### src/rtl/ticket_vend_ctrl_pkg.sv
// Shared definitions for the ticket vending controller.
//   vend_state_e : controller state encoding
//   fare_calc    : per-ticket fare, (|orig-dest|+1)*unit
//   params_ok    : parameter sanity check used at elaboration of the top
package vend_pkg;

   typedef enum logic [2:0] {
      ST_IDLE,
      ST_QUOTE,
      ST_PAY,
      ST_DISPENSE,
      ST_REFUND
   } vend_state_e;

   function automatic int unsigned fare_calc(input int unsigned orig,
                                             input int unsigned dest,
                                             input int unsigned unit);
      int unsigned span;
      span = (orig > dest) ? (orig - dest) : (dest - orig);
      return (span + 1) * unit;
   endfunction

   // Largest possible amount_due must fit in MONEY_W bits and the ticket
   // limit must be representable in CNT_W bits.
   function automatic bit params_ok(input int unsigned n_stations,
                                    input int unsigned fare_unit,
                                    input int unsigned max_tickets,
                                    input int unsigned money_w,
                                    input int unsigned cnt_w);
      longint unsigned money_max;
      longint unsigned worst;
      money_max = (64'd1 << money_w) - 64'd1;
      worst     = longint'(fare_unit) * longint'(n_stations) * longint'(max_tickets);
      return (worst <= money_max) && (longint'(max_tickets) < (64'd1 << cnt_w));
   endfunction

endpackage

### src/rtl/ticket_vend_ctrl_timeout.sv
// Idle counter for the PAY state.
//   clk, reset : clock, asynchronous active-low reset
//   clear      : restart the count from zero (wins over enable)
//   enable     : advance the count by one
//   expire     : count has reached TIMEOUT_CYC-1; always 0 when TIMEOUT_CYC=0
module vend_timeout_ctr #(
   parameter int unsigned TIMEOUT_CYC = 1000
) (
   input  logic clk,
   input  logic reset,
   input  logic clear,
   input  logic enable,
   output logic expire
);

   localparam int unsigned LAST = (TIMEOUT_CYC == 0) ? 0 : TIMEOUT_CYC - 1;
   localparam int unsigned CW   = (TIMEOUT_CYC > 1) ? $clog2(TIMEOUT_CYC) : 1;

   logic [CW-1:0] cnt_q, cnt_d;

   // Count saturates at LAST; with TIMEOUT_CYC=0 it stays at zero.
   always_comb begin
      cnt_d = cnt_q;
      if (clear) begin
         cnt_d = '0;
      end else if (enable && (cnt_q != CW'(LAST))) begin
         cnt_d = cnt_q + 1'b1;
      end
   end

   always_ff @(posedge clk or negedge reset) begin
      if (!reset) begin
         cnt_q <= '0;
      end else begin
         cnt_q <= cnt_d;
      end
   end

   assign expire = (TIMEOUT_CYC != 0) && (cnt_q == CW'(LAST));

endmodule

### src/rtl/ticket_vend_ctrl.sv
// Ticket vending controller: validates a trip request, quotes a
// distance-based fare, accumulates coins, then issues tickets with change
// or refunds on cancel / inactivity timeout.
//   clk, reset              : clock, asynchronous active-low reset
//   req_valid/req_ready     : trip request handshake (origin, destination,
//                             ticket_count)
//   coin_valid/coin_ready   : coin handshake (coin_value); coin_reject pulses
//                             for any coin offered but not accepted
//   cancel                  : user cancel, honoured only while paying
//   err_invalid             : pulse for a rejected request
//   unit_fare, amount_due,
//   credit                  : current transaction money values
//   done_valid/done_ready   : result handshake (done_tickets, done_change)
module ticket_vend_ctrl
   import vend_pkg::*;
#(
   parameter int unsigned N_STATIONS  = 8,
   parameter int unsigned STN_W       = $clog2(N_STATIONS),
   parameter int unsigned FARE_UNIT   = 5,
   parameter int unsigned MAX_TICKETS = 15,
   parameter int unsigned CNT_W       = 4,
   parameter int unsigned MONEY_W     = 16,
   parameter int unsigned TIMEOUT_CYC = 1000
) (
   input  logic               clk,
   input  logic               reset,
   input  logic               req_valid,
   output logic               req_ready,
   input  logic [STN_W-1:0]   origin,
   input  logic [STN_W-1:0]   destination,
   input  logic [CNT_W-1:0]   ticket_count,
   input  logic               coin_valid,
   input  logic [MONEY_W-1:0] coin_value,
   output logic               coin_ready,
   output logic               coin_reject,
   input  logic               cancel,
   output logic               err_invalid,
   output logic [MONEY_W-1:0] unit_fare,
   output logic [MONEY_W-1:0] amount_due,
   output logic [MONEY_W-1:0] credit,
   output logic               done_valid,
   input  logic               done_ready,
   output logic [CNT_W-1:0]   done_tickets,
   output logic [MONEY_W-1:0] done_change
);

   if (!params_ok(N_STATIONS, FARE_UNIT, MAX_TICKETS, MONEY_W, CNT_W)) begin : g_param_err
      $error("ticket_vend_ctrl: fare range exceeds MONEY_W or MAX_TICKETS exceeds CNT_W");
   end

   vend_state_e        state_q, state_d;
   logic [STN_W-1:0]   orig_q, orig_d, dest_q, dest_d;
   logic [CNT_W-1:0]   tkt_q, tkt_d;
   logic [MONEY_W-1:0] unit_fare_q, unit_fare_d;
   logic [MONEY_W-1:0] amount_due_q, amount_due_d;
   logic [MONEY_W-1:0] credit_q, credit_d;
   logic [MONEY_W-1:0] done_change_q, done_change_d;
   logic [CNT_W-1:0]   done_tickets_q, done_tickets_d;
   logic               req_ready_q, req_ready_d;
   logic               coin_ready_q, coin_ready_d;
   logic               coin_reject_q, coin_reject_d;
   logic               err_invalid_q, err_invalid_d;
   logic               done_valid_q, done_valid_d;

   logic [MONEY_W:0]   coin_sum;
   logic               coin_ovf;
   logic               coin_acc;
   logic [MONEY_W-1:0] new_credit;
   logic               paid;
   logic               req_ok;
   logic               tmo_clear;
   logic               tmo_en;
   logic               tmo_expire;

   // One extra bit on the sum exposes a coin that would wrap the credit.
   always_comb begin
      coin_sum   = {1'b0, credit_q} + {1'b0, coin_value};
      coin_ovf   = coin_sum[MONEY_W];
      coin_acc   = (state_q == ST_PAY) && coin_valid && !coin_ovf;
      new_credit = coin_acc ? coin_sum[MONEY_W-1:0] : credit_q;
      paid       = (new_credit >= amount_due_q);
      req_ok     = (32'(origin) < N_STATIONS) && (32'(destination) < N_STATIONS) &&
                   (origin != destination) && (ticket_count != '0) &&
                   (32'(ticket_count) <= MAX_TICKETS);
      tmo_clear  = (state_q == ST_QUOTE) || coin_acc;
      tmo_en     = (state_q == ST_PAY);
   end

   vend_timeout_ctr #(
      .TIMEOUT_CYC (TIMEOUT_CYC)
   ) u_tmo (
      .clk    (clk),
      .reset  (reset),
      .clear  (tmo_clear),
      .enable (tmo_en),
      .expire (tmo_expire)
   );

   always_comb begin
      state_d        = state_q;
      orig_d         = orig_q;
      dest_d         = dest_q;
      tkt_d          = tkt_q;
      unit_fare_d    = unit_fare_q;
      amount_due_d   = amount_due_q;
      credit_d       = credit_q;
      done_valid_d   = done_valid_q;
      done_tickets_d = done_tickets_q;
      done_change_d  = done_change_q;
      err_invalid_d  = 1'b0;

      case (state_q)
         ST_IDLE: begin
            if (req_valid) begin
               if (req_ok) begin
                  orig_d  = origin;
                  dest_d  = destination;
                  tkt_d   = ticket_count;
                  state_d = ST_QUOTE;
               end else begin
                  err_invalid_d = 1'b1;
               end
            end
         end
         ST_QUOTE: begin
            unit_fare_d  = MONEY_W'(fare_calc(32'(orig_q), 32'(dest_q), FARE_UNIT));
            amount_due_d = MONEY_W'(fare_calc(32'(orig_q), 32'(dest_q), FARE_UNIT) * 32'(tkt_q));
            credit_d     = '0;
            state_d      = ST_PAY;
         end
         ST_PAY: begin
            credit_d = new_credit;
            // A coin in the same cycle as cancel/expiry is counted first;
            // an accepted coin also restarts the idle count, so it beats expiry.
            if (paid) begin
               state_d        = ST_DISPENSE;
               done_valid_d   = 1'b1;
               done_tickets_d = tkt_q;
               done_change_d  = new_credit - amount_due_q;
            end else if (cancel || (tmo_expire && !coin_acc)) begin
               state_d        = ST_REFUND;
               done_valid_d   = 1'b1;
               done_tickets_d = '0;
               done_change_d  = new_credit;
            end
         end
         ST_DISPENSE, ST_REFUND: begin
            if (done_ready) begin
               state_d        = ST_IDLE;
               unit_fare_d    = '0;
               amount_due_d   = '0;
               credit_d       = '0;
               done_valid_d   = 1'b0;
               done_tickets_d = '0;
               done_change_d  = '0;
            end
         end
         default: begin
            state_d = ST_IDLE;
         end
      endcase

      coin_reject_d = coin_valid && !coin_acc;
      req_ready_d   = (state_d == ST_IDLE);
      coin_ready_d  = (state_d == ST_PAY);
   end

   always_ff @(posedge clk or negedge reset) begin
      if (!reset) begin
         state_q        <= ST_IDLE;
         orig_q         <= '0;
         dest_q         <= '0;
         tkt_q          <= '0;
         unit_fare_q    <= '0;
         amount_due_q   <= '0;
         credit_q       <= '0;
         done_valid_q   <= 1'b0;
         done_tickets_q <= '0;
         done_change_q  <= '0;
         err_invalid_q  <= 1'b0;
         coin_reject_q  <= 1'b0;
         req_ready_q    <= 1'b1;
         coin_ready_q   <= 1'b0;
      end else begin
         state_q        <= state_d;
         orig_q         <= orig_d;
         dest_q         <= dest_d;
         tkt_q          <= tkt_d;
         unit_fare_q    <= unit_fare_d;
         amount_due_q   <= amount_due_d;
         credit_q       <= credit_d;
         done_valid_q   <= done_valid_d;
         done_tickets_q <= done_tickets_d;
         done_change_q  <= done_change_d;
         err_invalid_q  <= err_invalid_d;
         coin_reject_q  <= coin_reject_d;
         req_ready_q    <= req_ready_d;
         coin_ready_q   <= coin_ready_d;
      end
   end

   assign req_ready    = req_ready_q;
   assign coin_ready   = coin_ready_q;
   assign coin_reject  = coin_reject_q;
   assign err_invalid  = err_invalid_q;
   assign unit_fare    = unit_fare_q;
   assign amount_due   = amount_due_q;
   assign credit       = credit_q;
   assign done_valid   = done_valid_q;
   assign done_tickets = done_tickets_q;
   assign done_change  = done_change_q;

endmodule
### config.mk
export PLATFORM = sky130hd
export DESIGN_NAME = ticket_vend_ctrl
export DESIGN_NICKNAME = d
export VERILOG_FILES = /design/src/rtl/ticket_vend_ctrl_pkg.sv /design/src/rtl/ticket_vend_ctrl_timeout.sv /design/src/rtl/ticket_vend_ctrl.sv
export SDC_FILE = /design/constraint.sdc
export NUM_CORES = 1
export LEC_CHECK = 0
export CORE_MARGIN = 5
export CORE_UTILIZATION = 55
export CTS_CLUSTER_DIAMETER = 30
export DETAILED_ROUTE_END_ITERATION = 8
export PLACE_DENSITY = 0.9
export SLEW_MARGIN = 20
export SYNTH_ARGS = -nofsm -noshare
export SYNTH_HDL_FRONTEND = slang
export SYNTH_SLANG_ARGS = --single-unit
### constraint.sdc
create_clock -name clk -period 8.05 [get_ports clk]
set_input_delay 0.805 -clock clk [delete_from_list [all_inputs] [get_ports clk]]
set_output_delay 0.805 -clock clk [all_outputs]
set_load 0.005 [all_outputs]
---- Word-level counts from Yosys, hierarchy flattened ----
Index checks and enable logic that the tools add are counted.
cells by class
  $add $sub $neg .......................... 6
  multipliers ............................. 2
  div/mod/pow operators ................... 0
  magnitude comparators ................... 2
  equal/unequal tests ..................... 10
  shift-type cells ........................ 0
  multiplexer cells ....................... 28
  bitwise gates (word level) .............. 0
  reductions and logical operators ........ 22
operators with widths
  operator                                                               number
  16-bit case mux with 2 select lines                                    3
  16-bit two-way mux                                                     4
  16-bit case mux with 3 select lines                                    1
  32-bit by 1-bit adder with 32-bit output (second input constant)       1
  32-bit by 3-bit multiplier with 32-bit output (second input constant)  1
  32-bit by 4-bit multiplier with 16-bit output                          1
  32-bit two-way mux                                                     1
  10-bit two-way mux                                                     2
  16-bit by 16-bit adder with 17-bit output                              1
  16-bit >= comparator                                                   1
  16-bit subtractor                                                      1
  3-bit two-way mux                                                      5
  4-bit two-way mux                                                      3
  3-bit case mux with 4 select lines                                     1
  10-bit by 1-bit adder with 10-bit output (second input constant)       1
  10-bit == test (second input constant)                                 1
  10-bit inequality test (second input constant)                         1
  3-bit by 2-bit == test with 1-bit output (second input constant)       3
  4-bit case mux with 2 select lines                                     1
  3-bit by 3-bit subtractor with 4-bit output                            2
  1-bit logical AND                                                      6
  3-bit logical NOT                                                      2
  1-bit two-way mux                                                      6
  3-bit AND reduction                                                    2
  other kinds (14)                                                       19
storage, ports and cells
  flip-flop bits (word level) ............. 96
  bits in latches ......................... 0
  RAM bits ................................ 0
  memory bits (read-only) ................. 0
  bits of input ports ..................... 32
  output and inout port bits .............. 73
  word-level logic and storage cells ...... 85
  memories ................................ 0

---- Longest topological paths before layout ----
  depth in word-level cells ............... 10
  depth in mapped cells ................... 34
  depth with buffers taken out ............ 34

---- Hierarchy ----
Synthesis repeated with hierarchy kept, for this count alone.
unflattened totals
  cell total of the unflattened synthesis .. 939
  area, all modules ....................... 8276.7 um^2
by module, submodules not included
  module            times used  cells an instance  area an instance (um^2)  seq. area each (um^2)
  ticket_vend_ctrl  1           881                7732.4                   2153.3
  vend_timeout_ctr  1           58                 544.3                    250.2

---- Least setup slack after synthesis ----
No wires, ideal clock.
  path type ............................... flip-flop to flip-flop
  start ................................... register orig_q[0]
  end ..................................... register amount_due_q[15] (netlist: amount_due[15])
  setup time .............................. 133 ps
  arrival time ............................ 7263 ps
  data required time ...................... 7917 ps
  slack ................................... 654 ps
  cell stages (with the launch flop) ...... 33
  buffers on the path ..................... 0
  clock period less this slack ............ 7396 ps
  cells stage by stage .................... dfrtp_1 > inv_1 > ha_1 > inv_1 > fa_1 > inv_1 > fa_1 > a31oi_1 > a21oi_1 > a221o_1 > a221oi_1 > nand3b_1 > ha_1 > inv_1 > ha_1 > fa_1 > a211oi_1 > nor2_1 > a21oi_1 > nand2b_1 > a21oi_1 > nand2_1 > o21ai_0 > nand2_1 > fa_1 > inv_1 > fa_1 > xor2_1 > o32ai_1 > xor2_1 > xnor3_1 > xnor2_1 > o21ai_0
on the way
  cells in the longest elaborated chain, start to end .. 6
  elaborated cells on any way between the ends .. 8
  those cells by class .................... 3 x add/sub; 2 x mul; 1 x order compare; 2 x mux
RTL lines
  what                                                                                          line                        source
  from (decl)                                                                                   ticket_vend_ctrl.sv:52      logic [STN_W-1:0] orig_q, orig_d, dest_q, dest_d;
  from (signal assigned)                                                                        ticket_vend_ctrl.sv:186     orig_q <= orig_d;
  3-bit by 3-bit subtractor with 4-bit output or 3-bit greater-than comparator (tied branches)  ticket_vend_ctrl_pkg.sv:19  span = (orig > dest) ? (orig - dest) : (dest - orig);
  32-bit two-way mux (*)                                                                        ticket_vend_ctrl_pkg.sv:19
  32-bit by 1-bit adder with 32-bit output (*)                                                  ticket_vend_ctrl_pkg.sv:20  return (span + 1) * unit;
  32-bit by 3-bit multiplier with 32-bit output (*)                                             ticket_vend_ctrl_pkg.sv:20
  32-bit by 4-bit multiplier with 16-bit output (*)                                             ticket_vend_ctrl.sv:127     amount_due_d = MONEY_W'(fare_calc(32'(orig_q), 32'(dest_q), FARE_UNIT) * 32'(tkt_q));
  16-bit case mux with 2 select lines (*)                                                       ticket_vend_ctrl.sv:112     case (state_q)
  to (signal assigned)                                                                          ticket_vend_ctrl.sv:190     amount_due_q <= amount_due_d;
  to (decl)                                                                                     ticket_vend_ctrl.sv:55      logic [MONEY_W-1:0] amount_due_q, amount_due_d;
Every way passes the cells marked *; elsewhere a longest branch is shown, timed or not.
A chain may end at the register's enable or synchronous reset.

---- Final worst setup path ----
Same ends and word-level chain as after synthesis.

==> impl_metrics.env <==
export IMPL_status="complete, no violations"
export IMPL_synth_area_leaders="dfrtp_1 (28%), ha_1 (12%), fa_1 (7.4%)"
export IMPL_vias=7450
export IMPL_worstSetupStartpointType="flop"
export IMPL_die_w_um=133
export IMPL_gp_congestion=0.922
export IMPL_antenna_found_initial=0
export IMPL_rsz0062_at_grt="no"
export IMPL_drt_iter0_markers=712
export IMPL_rows=45
export IMPL_async_reset_ff_share_pct=100
export IMPL_netlist_instances=976
export IMPL_cp_slowest_cell="fa_1"
export IMPL_ys_flop_type="dfrtp_1"
export IMPL_cts_resized=0
export IMPL_ant_nets=0
export IMPL_path_max_fanout=9
export IMPL_wl_per_cell_um=17.0
export IMPL_grt_pass1_vias=7335
export IMPL_cts_buffers=9
export IMPL_multi_input_area_um2=5480
export IMPL_cts_tree="yes"
export IMPL_wl_um=21300
export IMPL_syn_to_final_growth_pct=18.2
export IMPL_synth_largest_area_cell="dfrtp_1"
export IMPL_clock_latency_ns=0.36
export IMPL_worstHoldPathType="input pin to async pin"
export IMPL_timing_slew_headroom_pct=25.8
export IMPL_synth_warnings=0
export IMPL_post_route_period_util_pct=94.3
export IMPL_n_antenna_cell=0
export IMPL_finalHoldViolations=0
export IMPL_yosysTopAreaCellShare_pct=28.4
export IMPL_drc_errors=0
export IMPL_grt_max_degree=50
export IMPL_grt_pass1_wl_um=36000
export IMPL_cp_data_required_time_ns=8.28
export IMPL_grt_overflow_total=0
export IMPL_initial_core_util_pct=55.5
export IMPL_synth_edf_count=0
export IMPL_coreArea_um2=15100
export IMPL_grt_total_usage_pct=24.3
export IMPL_cpPeakStageDelay_ns=0.58
export IMPL_layout_commonest_cell="nand2_1"
export IMPL_nNetsFinal=1204
export IMPL_syn_area_um2=8370
export IMPL_crit_buf_inv=7
export IMPL_drive_gt1_share_pct=4.30
export IMPL_cap_violations=0
export IMPL_worstPathArrival_ns=7.81
export IMPL_seq_area_frac_synth_pct=28.7
export IMPL_cp_top_family="adder cells"
export IMPL_dpl_hpwl_um=16300
export IMPL_syn_nets=1116
export IMPL_cts_htree_levels=3
export IMPL_clock_tree_buffer_depth=2
export IMPL_cts_sinks=96
export IMPL_layout_common_cells="nand2_1 (131), clkdlybuf4s50_1 (103), inv_1 (95), dfrtp_1 (95), ha_1 (77)"
export IMPL_vias_per_cell=5.93
export IMPL_seqCellArea_um2=2400
export IMPL_syn_area_per_cell_um2=8.58
export IMPL_post_cts_setup_buffer_count=0
export IMPL_worst_setup_path_type="flop to flop"
export IMPL_num_fill_cells=1173
export IMPL_numPortBuffers=104
export IMPL_min_period_ns=7.59
export IMPL_finalMaxSlewViolations=0
export IMPL_die_y_um=133
export IMPL_pre_cts_slack_ns=0.566
export IMPL_end_kind="flop"
export IMPL_setup_ws_ns=0.463
export IMPL_tightest_slew_ns=1.11
export IMPL_ys_ff_latch=96
export IMPL_final_setup_skew_ns=0.0128
export IMPL_hold_buffers=0
export IMPL_die_area_um2=17800
export IMPL_io_pins=105
export IMPL_max_freq_ghz=0.132
export IMPL_drtPass1Iterations=6
export IMPL_root_buffer="clkbuf_16"
export IMPL_setup_viol=0
export IMPL_path_clk_slew_ns=0.07
export IMPL_final_setup_tns_ns=0
export IMPL_netlist_cell_type_count=69
registers in the layout, indices dropped and copies added (netlist names):
signal        cells
coin_reject       1
done_tickets      4
state_q           3
orig_q            3
unit_fare        16
amount_due       16
credit           16
done_valid        1
req_ready         1
done_change      16
coin_ready        1
tkt_q             4
err_invalid       1
dest_q            3
u_tmo.cnt_q      10
cell usage after synthesis (all sizes together) (4+ instances only):
library cell and n:
nor4 7, a21o 14, a211oi 7, o221ai 6, ha 77, o21ai 66, nand3b 7, xor2 26
nand3 28, o32ai 4, and2 32, nand2b 11, fa 31, a211o 6, dfrtp 95, inv 95
a22o 6, mux2i 17, and3 4, o211ai 19, o31ai 4, or3 7, nor3 17, nand2 131
or2 6, a21oi 50, xnor2 30, clkbuf 31, mux2 10, nand4 7, nor2 54, a31oi 7
nor2b 15, o21a 8
final cells by class:
class	count	area share [%]
well taps	188	2.38
multi-input cells	751	55.3
flip-flops and latches	96	24.3
repair buffers	111	11.0
clock buffers	12	2.59
clock inverters	4	0.771
inverters	95	3.60
per-layer routing:
layer	global-route usage [%]	vias to the layer above	wire, µm
met5	0	-	0
met4	7.49	0	507
met3	4.19	49	1360
met2	42.3	289	10400
met1	31.2	3560	9070
li1	-	3552	-
worst paths after layout:
| check | startpoint | endpoint | slack [ns] | cells after the start |
|---|---|---|---|---|
| worst max register to register | orig_q[0]$_DFFE_PN0P_ | amount_due[15]$_DFFE_PN0P_ | 0.46 | 34 |
| worst max-delay path | orig_q[0]$_DFFE_PN0P_ | amount_due[15]$_DFFE_PN0P_ | 0.46 | 34 |
| worst min-delay path | reset | done_change[3]$_DFFE_PN0P_ | 0.46 | 1 |
| min in group clk | done_valid$_DFFE_PN0P_ | done_valid$_DFFE_PN0P_ | 0.49 | 2 |
| worst min register to register | done_valid$_DFFE_PN0P_ | done_valid$_DFFE_PN0P_ | 0.49 | 2 |
| max in group asynchronous | reset | done_tickets[3]$_DFFE_PN0P_ | 6.54 | 2 |
per-stage QoR:
| stage | area, µm² | std cells | hold WS [ns] | util (%) |
|---|---|---|---|---|
| finish | 9890 | 1257 | 0.462 | 65.6 |
| CTS | 9890 | 1257 | 0.487 | 65.6 |
| detailed placement | 9560 | 1241 | 0.473 | 63.4 |
| global placement | 9560 | 1241 | 0.464 | 63.4 |
| floorplan | 8370 | 976 | 0.471 | - |
| global route | 9890 | 1257 | 0.502 | 65.6 |
logic make-up (layout without fill, tap and decap cells):
group	count (synthesis)	after routing	synth area share [%]
AO/OA/AOI/OAI	222	222	17.5
XOR/XNOR	57	57	6.13
adder cells (fa/ha/maj)	108	108	18.9
buffers and inverters	129	222	5.92
flip-flops	96	96	28.7
multiplexers	27	27	3.42
AND/OR/NAND/NOR	337	337	19.4
Power is not shown: default switching activity piles up to over one toggle a cycle in this logic, so the estimate is an artifact.
